`config.mk`:
```
export PLATFORM = sky130hd
export DESIGN_NAME = imem_arbiter
export DESIGN_NICKNAME = d
export VERILOG_FILES = /design/src/rtl/imem_arbiter.sv
export SDC_FILE = /design/constraint.sdc
export NUM_CORES = 1
export LEC_CHECK = 0
export ABC_CLOCK_PERIOD_IN_PS = 2000
export CAP_MARGIN = 20
export CORE_MARGIN = 2
export CORE_UTILIZATION = 25
export CTS_BUF_LIST = sky130_fd_sc_hd__clkbuf_8
export DETAILED_ROUTE_END_ITERATION = 10
export DONT_BUFFER_PORTS = 1
export MAX_ROUTING_LAYER = met4
export PLACE_DENSITY_LB_ADDON = 0.1
export SETUP_SLACK_MARGIN = 0.05
export SLEW_MARGIN = 40
export SYNTH_ARGS = -nofsm -noshare
export SYNTH_HDL_FRONTEND = slang
export SYNTH_SLANG_ARGS = --single-unit
```
`constraint.sdc`:
```
create_clock -name clk -period 2 [get_ports clk]
set_input_delay 0.2 -clock clk [delete_from_list [all_inputs] [get_ports clk]]
set_output_delay 0.2 -clock clk [all_outputs]
set_load 0.1 [all_outputs]
```
`src/rtl/imem_arbiter.sv`:
```
// ============================================================================
// imem_arbiter: BOOT/RUN controller and round-robin arbiter for the imem port
// Revision: 1.0
// ============================================================================
`default_nettype none

module imem_arbiter #(
   parameter int AW    = 5,
   parameter int DW    = 32,
   parameter int DEPTH = 32,
   parameter int CNT_W = 16
) (
   input  logic             clk,
   input  logic             rst_n,
   input  logic             boot_done,
   input  logic             reload,
   input  logic             f_req,
   input  logic [AW-1:0]    f_addr,
   output logic             f_gnt,
   output logic             f_valid,
   output logic [DW-1:0]    f_rdata,
   output logic             f_err,
   input  logic             l_req,
   input  logic             l_we,
   input  logic [AW-1:0]    l_addr,
   input  logic [DW-1:0]    l_wdata,
   output logic             l_gnt,
   output logic             l_valid,
   output logic [DW-1:0]    l_rdata,
   output logic [AW-1:0]    mem_a,
   output logic             mem_we,
   output logic [DW-1:0]    mem_wd,
   input  logic [DW-1:0]    mem_rd,
   output logic             core_run,
   output logic [CNT_W-1:0] stall_cnt
);

   typedef enum logic [1:0] {
      BOOT = 2'b00,
      RUN  = 2'b01
   } state_t;

   localparam logic [AW:0] c_DEPTH = (AW+1)'(DEPTH);

   state_t r_state;
   state_t w_next_state;
   logic   r_rr;
   logic   w_f_in_range;
   logic   w_l_in_range;

   assign w_f_in_range = ({1'b0, f_addr} < c_DEPTH);
   assign w_l_in_range = ({1'b0, l_addr} < c_DEPTH);

   // r_rr=0 favours fetch on a tie, r_rr=1 favours the loader
   always_comb begin
      f_gnt = 1'b0;
      l_gnt = 1'b0;
      if (r_state == RUN) begin
         if (f_req && l_req) begin
            f_gnt = !r_rr;
            l_gnt = r_rr;
         end else begin
            f_gnt = f_req;
            l_gnt = l_req;
         end
      end else begin
         l_gnt = l_req;
      end
   end

   always_comb begin
      w_next_state = r_state;
      if (r_state == BOOT && boot_done)
         w_next_state = RUN;
      else if (r_state == RUN && reload)
         w_next_state = BOOT;
   end

   assign mem_a  = f_gnt ? f_addr : (l_gnt ? l_addr : '0);
   assign mem_we = l_gnt & l_we & w_l_in_range;
   assign mem_wd = l_wdata;

   always_ff @(posedge clk or negedge rst_n) begin
      if (!rst_n) begin
         r_state   <= BOOT;
         r_rr      <= 1'b0;
         f_valid   <= 1'b0;
         l_valid   <= 1'b0;
         f_rdata   <= '0;
         l_rdata   <= '0;
         f_err     <= 1'b0;
         core_run  <= 1'b0;
         stall_cnt <= '0;
      end else begin
         r_state  <= w_next_state;
         core_run <= (w_next_state == RUN);
         f_valid  <= f_gnt;
         l_valid  <= l_gnt;

         if (f_gnt)
            r_rr <= 1'b1;
         else if (l_gnt)
            r_rr <= 1'b0;

         // Out-of-range fetches return a NOP and flag the error
         if (f_gnt) begin
            f_rdata <= w_f_in_range ? mem_rd : '0;
            f_err   <= !w_f_in_range;
         end

         if (l_gnt)
            l_rdata <= l_we ? l_wdata : mem_rd;

         if (f_req && !f_gnt && stall_cnt != '1)
            stall_cnt <= stall_cnt + 1'b1;
      end
   end

endmodule

`default_nettype wire

```
# Word level (Yosys, flattened, before mapping)
# Index checks and enable logic that the tools add are counted.
# totals
ff_bits	86
inputBits	81
out_inout_bits	124
# op_classes
add_sub_neg	1
eq_ne	3
mux	11
n_bitwise	1
reduce_logical	9
# op_table
op	n
32-bit two-way mux	1
16-bit by 1-bit adder with 16-bit output, second input constant	1
16-bit != test, second input constant	1
5-bit two-way mux	2
1-bit two-way mux	6
1-bit logical AND	5
2-bit by 1-bit equality test with 1-bit output, second input constant	2
2-bit two-way mux	2
1-bit logical NOT	2
2-bit logical NOT	1
2-bit nonzero test	1
1-bit bitwise AND	1

# Logic depth before layout (Yosys ltp)
# Gate-level depths: netlist of run 1.
# depth
ltp_word	6
mapped_depth	7
mapped_depth_nobuf	5

# Least setup slack after synthesis of run 1
# No wires, ideal clock.
# synth_timing
path_type	reg-to-reg
startpoint	register stall_cnt[0]
endpoint	register stall_cnt[9]
t_arrival_ps	2308
required_ps	1837
path_slack_ps	-471
stages_incl_launch_ff	7
n_path_buf	1
period_less_slack_ps	2471
path_cell_list	dfrtp_1 > ha_1 > nand4_2 > nor4_4 > buf_4 > nor3_1 > xor2_1
# synth_between
elab_chain_cells	2
# synth_lines
item	line_no	rtl
start: declaration	35	output logic [CNT_W-1:0] stall_cnt
start signal: assignment	115	stall_cnt <= stall_cnt + 1'b1;
branches (longest 2 deep; another with 16-bit by 1-bit adder with 16-bit output)	--	
# Parallel ways; which one is timed is not known.
# A chain may end at the register's enable or synchronous reset.

# Worst setup path after layout of run 1
# layout_timing
startpoint	register r_state[1]
endpoint	output port mem_a[2]
# layout_between
elab_chain_cells	4
# layout_lines
item	line_no	rtl
start: declaration	45	state_t r_state;
start signal: assignment	95	r_state <= w_next_state;
2-bit by 1-bit equality test with 1-bit output *	58	if (r_state == RUN) begin
1-bit two-way mux	58	
5-bit two-way mux	79	assign mem_a = f_gnt ? f_addr : (l_gnt ? l_addr : '0);
5-bit two-way mux *	79	
end: declaration	30	output logic [AW-1:0] mem_a,
# Every way passes the cells marked *; elsewhere a longest branch is shown, timed or not.

==> results of run 1 <==
[final timing paths]
path | start | end | cells after the start
setup / recovery | r_state[1] | mem_a[2] | 6
hold / removal | rst_n | l_rdata[7] | 0
setup reg to reg | stall_cnt[1] | stall_cnt[13] | 6
hold reg to reg | f_rdata[12] | f_rdata[12] | 2
max in group asynchronous | rst_n | stall_cnt[0] | 0
min in group clk | mem_rd[16] | l_rdata[16] | 2
[routing by layer]
metal,routed length (um),share of wire [%],track usage [%]
met5,0,0,-
met4,138,1.3,3.88
met3,956,8.7,5.25
met2,5430,49,21.5
met1,4460,41,15.2
[final cells by class]
type / instances / area [um^2]
clock buffer: 11 / 151
clock inverter: 4 / 16.3
fill: 1666 / 10400
inverter: 3 / 13.8
multi-input combinational: 268 / 1510
sequential: 86 / 2180
tap: 216 / 270
timing repair buffer: 134 / 1200
[cells in the mapped netlist (2+ instances only)]
cell type | instances | area (um^2)
nand4_1 | 4 | 25.0
nor2_1 | 34 | 128
xor2_1 | 15 | 131
nand2_1 | 106 | 398
nor4_1 | 2 | 12.5
and4_1 | 2 | 17.5
mux2i_1 | 32 | 320
and2_1 | 3 | 18.8
nor3b_1 | 2 | 15.0
and3_1 | 2 | 12.5
buf_1 | 3 | 11.3
buf_4 | 34 | 255
nand3_1 | 9 | 45.0
dfrtp_1 | 86 | 2150
a21oi_1 | 33 | 165
clkbuf_1 | 6 | 22.5
nor3_1 | 6 | 30.0
buf_2 | 11 | 55.1
inv_1 | 3 | 11.3
[sequential cells by signal, summed over array words and instances (netlist names)]
| register | cells |
|---|---|
| l_valid | 1 |
| core_run | 1 |
| f_rdata | 32 |
| r_state | 2 |
| r_rr | 1 |
| stall_cnt | 16 |
| f_valid | 1 |
| l_rdata | 32 |
[cell families after synthesis]
logic type	count (synthesis)	share of synthesized area, %
AOI/OAI and AO/OA	39	5.16
xor gates and xnor gates	15	3.28
adders and majority gates	1	0.313
buffers and inverters	58	9.16
DFF	86	53.8
muxes	33	8.28
other	1	0.0937
and+or+nand+nor	179	19.9
[stage by stage]
step | hold slack [ns] | worst slack, ns
floorplan | -0.0956 | 0.0697
CTS | -0.511 | 0.0546
detailed placement | -0.0913 | 0.196
finish | -0.476 | 0.138
global route | -0.523 | 0.0500
global placement | -0.0927 | 0.262
[placed cells by master, fill, tap and decap left out, types with 9 or more instances in the layout]
cell	Yosys	layout
buf_12	0	9
xor2_1	15	15
dfrtp_1	86	70
nand2_1	106	102
dfrtp_2	0	14
dlygate4sd3_1	0	34
nor2_1	34	34
mux2i_1	32	32
buf_4	34	91
clkbuf_8	0	11
a21oi_1	33	33
[power groups by stage]
stage               Sequential [mW]  Clock [mW]  Combinational, mW
global route                   2.29        1.25               4.30
finish                         2.26        1.10               4.14
global placement               2.29           0               4.07
CTS                            2.26        1.19               4.16
detailed placement             2.29           0               4.09
floorplan                      4.89           0              0.935
[repair_timing]
action                                  in CTS  in global routing
pin swaps                                    1                  3
endpoints found under the hold margin      120                 86
resized for setup                            5                  2
buffers inserted                             3                  1
endpoints found under the setup margin       6                  5
[critical path: cells and delay by family (launching register included)]
kind          cells  cell delay (ns)
simple gates      4             0.63
flops             1             0.38
buf+inv           2             0.29
==> flow_summary.toml, run 1 <==
[synthesis]
synth_cell_types = 38
yosys_warnings = 0
mappedNetlistArea_um2 = 4000
synth-edff-count = 0
synth-main-ff-cell = "dfrtp_1"
async_reset_ff_share_pct = 100
synth_seq_area_share_pct = 53.8
synth_nets = 494
synthCells = 412
synth.avg_cell_area_um2 = 9.72
synth-seq-cells = 86

[clock_tree]
cts.sinks = 86
clk_path_buf_depth = 2
clock_latency_ns = 0.36
root_buffer = "clkbuf_8"
htree_num_levels = 3
cts_tree = "done"
cts_hold_buf = 34
cts_inserted_buffers = 9
clk_pin_slew_worst_paths_ns = 0.08

[floorplan]
num_rows = 46
die_area_um2 = 17000
start_util_pct = 25.4
die-height_um = 131
coreArea_um2 = 15800
ios = 205
die_x_um = 131

[finish]
drive_gt1_share_pct = 28.3
fin_cells = 722
fin_nets = 584
syn2layout_area_growth_pct = 33.5
finalCoreUtilization_pct = 33.9
final_area_um2 = 5350
antennaDiodeCount = 0

[sta]
drv_slew = 0
hold_violations = 86
worst_hold_slack_ns = -0.476
skew_ns = 0.00452
fin_crit_ns = 1.86
fin_tns_setup_ns = 0
rsz0062_at_grt = "false"
post-route-period-util_pct = 93.1
max_freq_mhz = 537
setup_viol = 0

[power_and_ir_drop]
ir_drop_uv = 696
switching_share_pct = 54.5
switchingPower_mw = 4.09
power_density_nw_per_um2 = 1400
power.static_leakage_nw = 2.62
power_mw = 7.49
p_int_mw = 3.41
clock_power_share_pct = 14.7
comb_power_share_pct = 55.2
p_seq_share_pct = 30.1

[critical_path]
crit_required_ns = 1.80
endpoint_kind = "output port"
crit_path_max_incr_delay_ns = 0.38
worst_path_max_delay_cell = "dfrtp_1"
crit_chain = "nand3b_1 > or2_4 > buf_12 > nand3_1 > nand2_2 > buf_12"
critical_path_arrival_ns = 1.66
cp_max_fo = 5
crit_top_cell = "buf_12"
r2r_slack_ns = 0.19
critPathLaunchType = "flop"
path_class = "reg -> out"

[place]
gp_congestion = 0.737
port_buffers = 0
post-dp-hpwl_mm = 7.62
placed_cell_area_um2 = 4780
place_inst = 669

[worst_hold_path]
hold_class = "in -> async"

[detailed_routing]
viasPerCell = 4.24
drtIter0Drc = 89
firstDrtPassIters = 4
postRouteAntennaNets = 0
route.detailed.wl_per_inst_um = 15.2
vias = 3062
totalWireLength_mm = 11.0
drc = 0

[global_routing]
grt_overflow = 0
grt_pass1_vias = 3121
grt_pass1_wl_mm = 16.6
grt_usage_pct = 13.2
grt_start_max_net_pins = 87
antenna_found_initial = 0

[outcome]
status = "finished with violations"
violations = "hold timing"

[run]
cap_violations = 0
No activity file was read; power rests on OpenSTA's default activity.
==> run 2: changes to the inputs <==
Settings changed: HOLD_SLACK_MARGIN from default to 0.08, RECOVER_POWER from default to 100.
==> flow_summary.toml, run 2 (same netlist as run 1, synthesis figures left out) <==
[clock_tree]
cts_inserted_buffers = 9
htree_num_levels = 3
cts.sinks = 86
cts_hold_buf = 98
cts_tree = "done"
root_buffer = "clkbuf_8"
clock_latency_ns = 0.37
clk_pin_slew_worst_paths_ns = 0.08
clk_path_buf_depth = 2

[finish]
final_cell_mix = "102 x nand2_1, 98 x dlygate4sd3_1, 78 x clkbuf_2"
drive_gt1_share_pct = 25.1
layout_commonest_cell = "nand2_1"
fin_nets = 648
fill_cells = 1660
antennaDiodeCount = 0
syn2layout_area_growth_pct = 43.6
finalCoreUtilization_pct = 36.4
largestRegisters = "f_rdata x32, l_rdata x32, stall_cnt x16"

[detailed_routing]
drtIter0Drc = 85
drc = 0
route.detailed.wl_per_inst_um = 14.6
vias = 3344
totalWireLength_mm = 11.5
firstDrtPassIters = 6
postRouteAntennaNets = 0
viasPerCell = 4.25

[power_and_ir_drop]
power_density_nw_per_um2 = 1290
power_mw = 7.40
power.static_leakage_nw = 2.82
ir_drop_uv = 680

[worst_hold_path]
hold_class = "in -> async"

[outcome]
status = "finished with violations"
violations = "hold timing"

[floorplan]
die-height_um = 131
start_util_pct = 25.4
ios = 205
die_x_um = 131
num_rows = 46
die_area_um2 = 17000
coreArea_um2 = 15800

[sta]
max_freq_mhz = 532
rsz0062_at_grt = "false"
skew_ns = 0.00679
hold_violations = 86
tightest_slew_ns = 0.654
post-route-period-util_pct = 93.9
fin_crit_ns = 1.88
fin_tns_setup_ns = 0
drv_slew = 0
setup_viol = 0
worst_hold_slack_ns = -0.478
slew-limit-headroom_pct = 56.4

[critical_path]
r2r_slack_ns = 0.15
critPathLaunchType = "flop"
crit_required_ns = 1.80
startpoint = "r_state[1]"
r2r_start = "stall_cnt[13]"
r2r_cells = 5
endpoint_kind = "output port"
r2r-end = "stall_cnt[15]"
cp_max_fo = 6
path_class = "reg -> out"
worstSetupEndpoint = "mem_a[4]"
critical_path_arrival_ns = 1.68

[global_routing]
grt_overflow = 0
grt_usage_pct = 14.1
grt_pass1_vias = 3420
grt_start_max_net_pins = 87
antenna_found_initial = 0
grt_pass1_wl_mm = 17.8

[place]
port_buffers = 0
post-dp-hpwl_mm = 7.62
gp_congestion = 0.737

[run]
cap_violations = 0
-- run 2: cell count changes in the layout (fill, tap and decap cells not counted) --
| cell | delta |
|---|---|
| buf_4 | -80 |
| clkbuf_2 | +78 |
| dlygate4sd3_1 | +64 |
| buf_12 | -5 |
| buf_6 | +5 |
| and2_0 | +2 |
| and2_1 | -2 |
| clkbuf_4 | +2 |
| or2_0 | +1 |
| or2_1 | -1 |
-- run 2: metrics by stage --
stage / cells / instance area [um^2] / worst slack [ns]
detailed placement: 669 / 4780 / 0.196
global route: 786 / 5750 / 0.0304
CTS: 785 / 5970 / 0.0546
finish: 786 / 5750 / 0.122
floorplan: 412 / 4040 / 0.0697
global placement: 669 / 4780 / 0.262
-- run 2: cell type report --
| type | instances | area [um^2] | share of cell area [%] |
|---|---|---|---|
| Sequential cell | 86 | 2180 | 37.9 |
| Timing Repair Buffer | 198 | 1610 | 27.9 |
| Multi-Input combinational cell | 268 | 1510 | 26.3 |
| Tap cell | 216 | 270 | 4.70 |
| Clock buffer | 11 | 151 | 2.63 |
| Clock inverter | 4 | 16.3 | 0.283 |
| Inverter | 3 | 13.8 | 0.239 |
-- run 2: worst min-delay path by stage --
stage / endpoint / slack [ns] / cells past startpoint
detailed placement: f_rdata[7] / -0.09 / 0
global route: l_rdata[7] / -0.52 / 0
CTS: f_rdata[7] / -0.51 / 0
finish: l_rdata[7] / -0.48 / 0
floorplan: core_run / -0.1 / 0
global placement: l_rdata[7] / -0.09 / 0
-- run 2: repair_timing --
action,CTS,global route
pin swaps,1,3
gates resized for setup,5,2
setup buffers,3,1
endpoints found under the setup margin,6,5
endpoints found under the hold margin,153,86
gates cloned,0,0
-- run 2: routing by layer --
layer / part of all wire (%) / routed length [um] / up-vias / global-route usage [%]
li1: - / - / 1637 / -
met1: 41 / 4650 / 1583 / 16.1
met2: 50 / 5760 / 110 / 23.1
met3: 7.8 / 891 / 14 / 5.33
met4: 1.5 / 168 / 0 / 4.07
met5: 0 / 0 / - / -
-- run 2: power by group --
group | switching (mW) | internal (mW)
clock network | 0.603 | 0.498
logic | 3.36 | 0.685
registers | 0.147 | 2.10
-- run 2: critical path, stage by stage, from the launching register on --
cell	delay [ns]
dfrtp_1	0.38
nand3b_1	0.19
or2_4	0.28
inv_4	0.10
a22o_2	0.16
buf_6	0.22
==> run 3: changes to the inputs <==
Settings changed: ABC_AREA from default to 1, CTS_CLUSTER_SIZE from default to 20.
==> flow_summary.toml, run 3 <==
[outcome]
status = "finished with violations"
violations = "hold timing"

[sta]
setup_viol = 0
max_freq_mhz = 548
tightest_slew_ns = 0.660
post-route-period-util_pct = 91.3
skew_ns = 0.0152
hold_violations = 86
slew-limit-headroom_pct = 56.0
drv_slew = 0
fin_tns_setup_ns = 0
worst_hold_slack_ns = -0.489
rsz0062_at_grt = "false"
fin_crit_ns = 1.83

[clock_tree]
htree_num_levels = 3
root_buffer = "clkbuf_8"
cts_inserted_buffers = 9
clock_latency_ns = 0.37
clk_pin_slew_worst_paths_ns = 0.09
cts.sinks = 86
cts_tree = "done"
cts_hold_buf = 67
clk_path_buf_depth = 2

[floorplan]
num_rows = 49
die_area_um2 = 19200
die-height_um = 139
die_x_um = 139
coreArea_um2 = 17800
start_util_pct = 25.4
ios = 205

[critical_path]
r2r_start = "r_state[0]"
path_class = "reg -> out"
crit_required_ns = 1.80
cp_num_cells = 8
startpoint = "r_state[0]"
critical_path_arrival_ns = 1.63
r2r_cells = 9
crit_chain = "inv_1 > nor2_4 > nand3_4 > inv_4 > nor2_8 > nand2_1 > nand2_2 > buf_6"
path_buf_inv = 3
critPathLaunchType = "flop"
endpoint_kind = "output port"
worst_path_max_delay_cell = "dfrtp_1"
crit_path_max_incr_delay_ns = 0.38
cp_max_fo = 8
critical-path-top-delay-family = "simple AND/OR/NAND/NOR gates"

[global_routing]
grt_pass1_vias = 3800
grt_start_max_net_pins = 87
antenna_found_initial = 0
grt_overflow = 0
grt_pass1_wl_mm = 20.6
grt_usage_pct = 14.0

[finish]
drive_gt1_share_pct = 23.6
syn2layout_area_growth_pct = 29.1
final_cell_mix = "147 x nand2_1, 84 x dfrtp_1, 84 x clkbuf_2"
fin_nets = 737
antennaDiodeCount = 0
largestRegisters = "f_rdata x32, l_rdata x32, stall_cnt x16"
layout_commonest_cell = "nand2_1"
fill_cells = 1935

[synthesis]
synth_nets = 620
synth-main-ff-cell = "dfrtp_1"
synth-edff-count = 0
yosys_warnings = 0
yosys.area.top_type_share_pct = 47.5
async_reset_ff_share_pct = 100
synth-seq-cells = 86
synth_seq_area_share_pct = 47.5
yosysMostFrequentCell = "nand2_1"
synth.avg_cell_area_um2 = 8.42
synthCells = 538
yosys-top-cells-area = "dfrtp_1 48%, nand2_1 13%, buf_4 6.3%, a21oi_2 6.2%, o21a_1 5.3%"
ys_top_cells_by_count = "151 x nand2_1, 86 x dfrtp_1, 54 x nor2_1"
yosysTopAreaCell = "dfrtp_1"
synth_cell_types = 30
mappedNetlistArea_um2 = 4530

[place]
post-dp-hpwl_mm = 8.41
port_buffers = 0
gp_congestion = 0.761

[worst_hold_path]
hold_class = "in -> async"

[detailed_routing]
totalWireLength_mm = 12.6
route.detailed.wl_per_inst_um = 14.2
viasPerCell = 4.23
firstDrtPassIters = 5
drc = 0
vias = 3762
postRouteAntennaNets = 0
drtIter0Drc = 99

[power_and_ir_drop]
power.static_leakage_nw = 2.80
power_mw = 7.83
power_density_nw_per_um2 = 1340
ir_drop_uv = 507

[run]
cap_violations = 0
run 3: changes by cell type after synthesis, moves of 31 or more:
cell     before  now
a21oi_1      33    0
a21oi_2       0   32
inv_1         3   52
mux2i_1      32    0
nand2_1     106  151
o21a_1        1   32
run 3: cell families after synthesis:
family	synth area share, %
buffers and inverters	13.6
XOR/XNOR	1.16
adder cells (fa/ha/maj)	0.276
flip-flops	47.5
AO/OA/AOI/OAI	15.9
AND/OR/NAND/NOR	21.4
other	0.0828
run 3: cell type report:
cell class	count	area [um^2]	area share, %
Clock buffer	10	138	2.35
Timing Repair Buffer	163	1230	21.0
Sequential cell	86	2150	36.9
Inverter	53	201	3.45
Multi-Input combinational cell	342	1760	30.1
Clock inverter	6	78.8	1.35
Tap cell	229	287	4.90
run 3: metrics by stage:
stage                     hold WS [ns]  setup slack (ns)  instance area, um^2  utilization (%)  std cells
final                           -0.489             0.175                 5850             32.8        889
after global routing            -0.528            0.0446                 5850             32.8        889
after CTS                       -0.526             0.132                 6130             34.3        889
after detailed placement       -0.0933             0.436                 5220             29.2        805
after global placement         -0.0931             0.463                 5220             29.2        805
after floorplan                -0.0956            0.0803                 4540                -        538
run 3: worst paths after layout:
path | slack, ns | end
max | 0.17 | mem_a[2]
min | -0.49 | stall_cnt[10]
max reg2reg | 0.21 | l_rdata[1]
min reg2reg | 0.49 | f_rdata[30]
max in group asynchronous | 2.37 | l_rdata[2]
min in group clk | 0.11 | l_rdata[7]
run 3: per-layer routing:
| layer | wire length, um | track usage (%) | vias to the layer above |
|---|---|---|---|
| met5 | 0 | - | - |
| met4 | 204 | 5.26 | 0 |
| li1 | - | - | 1887 |
| met2 | 5940 | 21.7 | 121 |
| met1 | 5700 | 18.0 | 1736 |
| met3 | 740 | 3.07 | 18 |
run 3: report_power, final:
group	switching [mW]	internal [mW]	leakage, nW
Clock	0.643	0.726	0.116
Sequential	0.152	2.09	1.04
Combinational	3.56	0.657	1.65
Total	4.36	3.47	2.80
run 3: worst register-to-register path, stage by stage (launching register included):
cell	delay, ns
dfrtp_1	0.38
inv_1	0.12
nor2_4	0.06
nand3_4	0.08
inv_4	0.07
nor2_8	0.18
buf_4	0.24
clkbuf_2	0.38
nor2_1	0.10
a21oi_2	0.12
run 3: timing repair:
item | CTS | global route
resized for setup | 0 | 1
endpoints found under the hold margin | 154 | 86
endpoints found under the setup margin | 6 | 1
pin swaps | 1 | 0
buffers inserted | 1 | 0
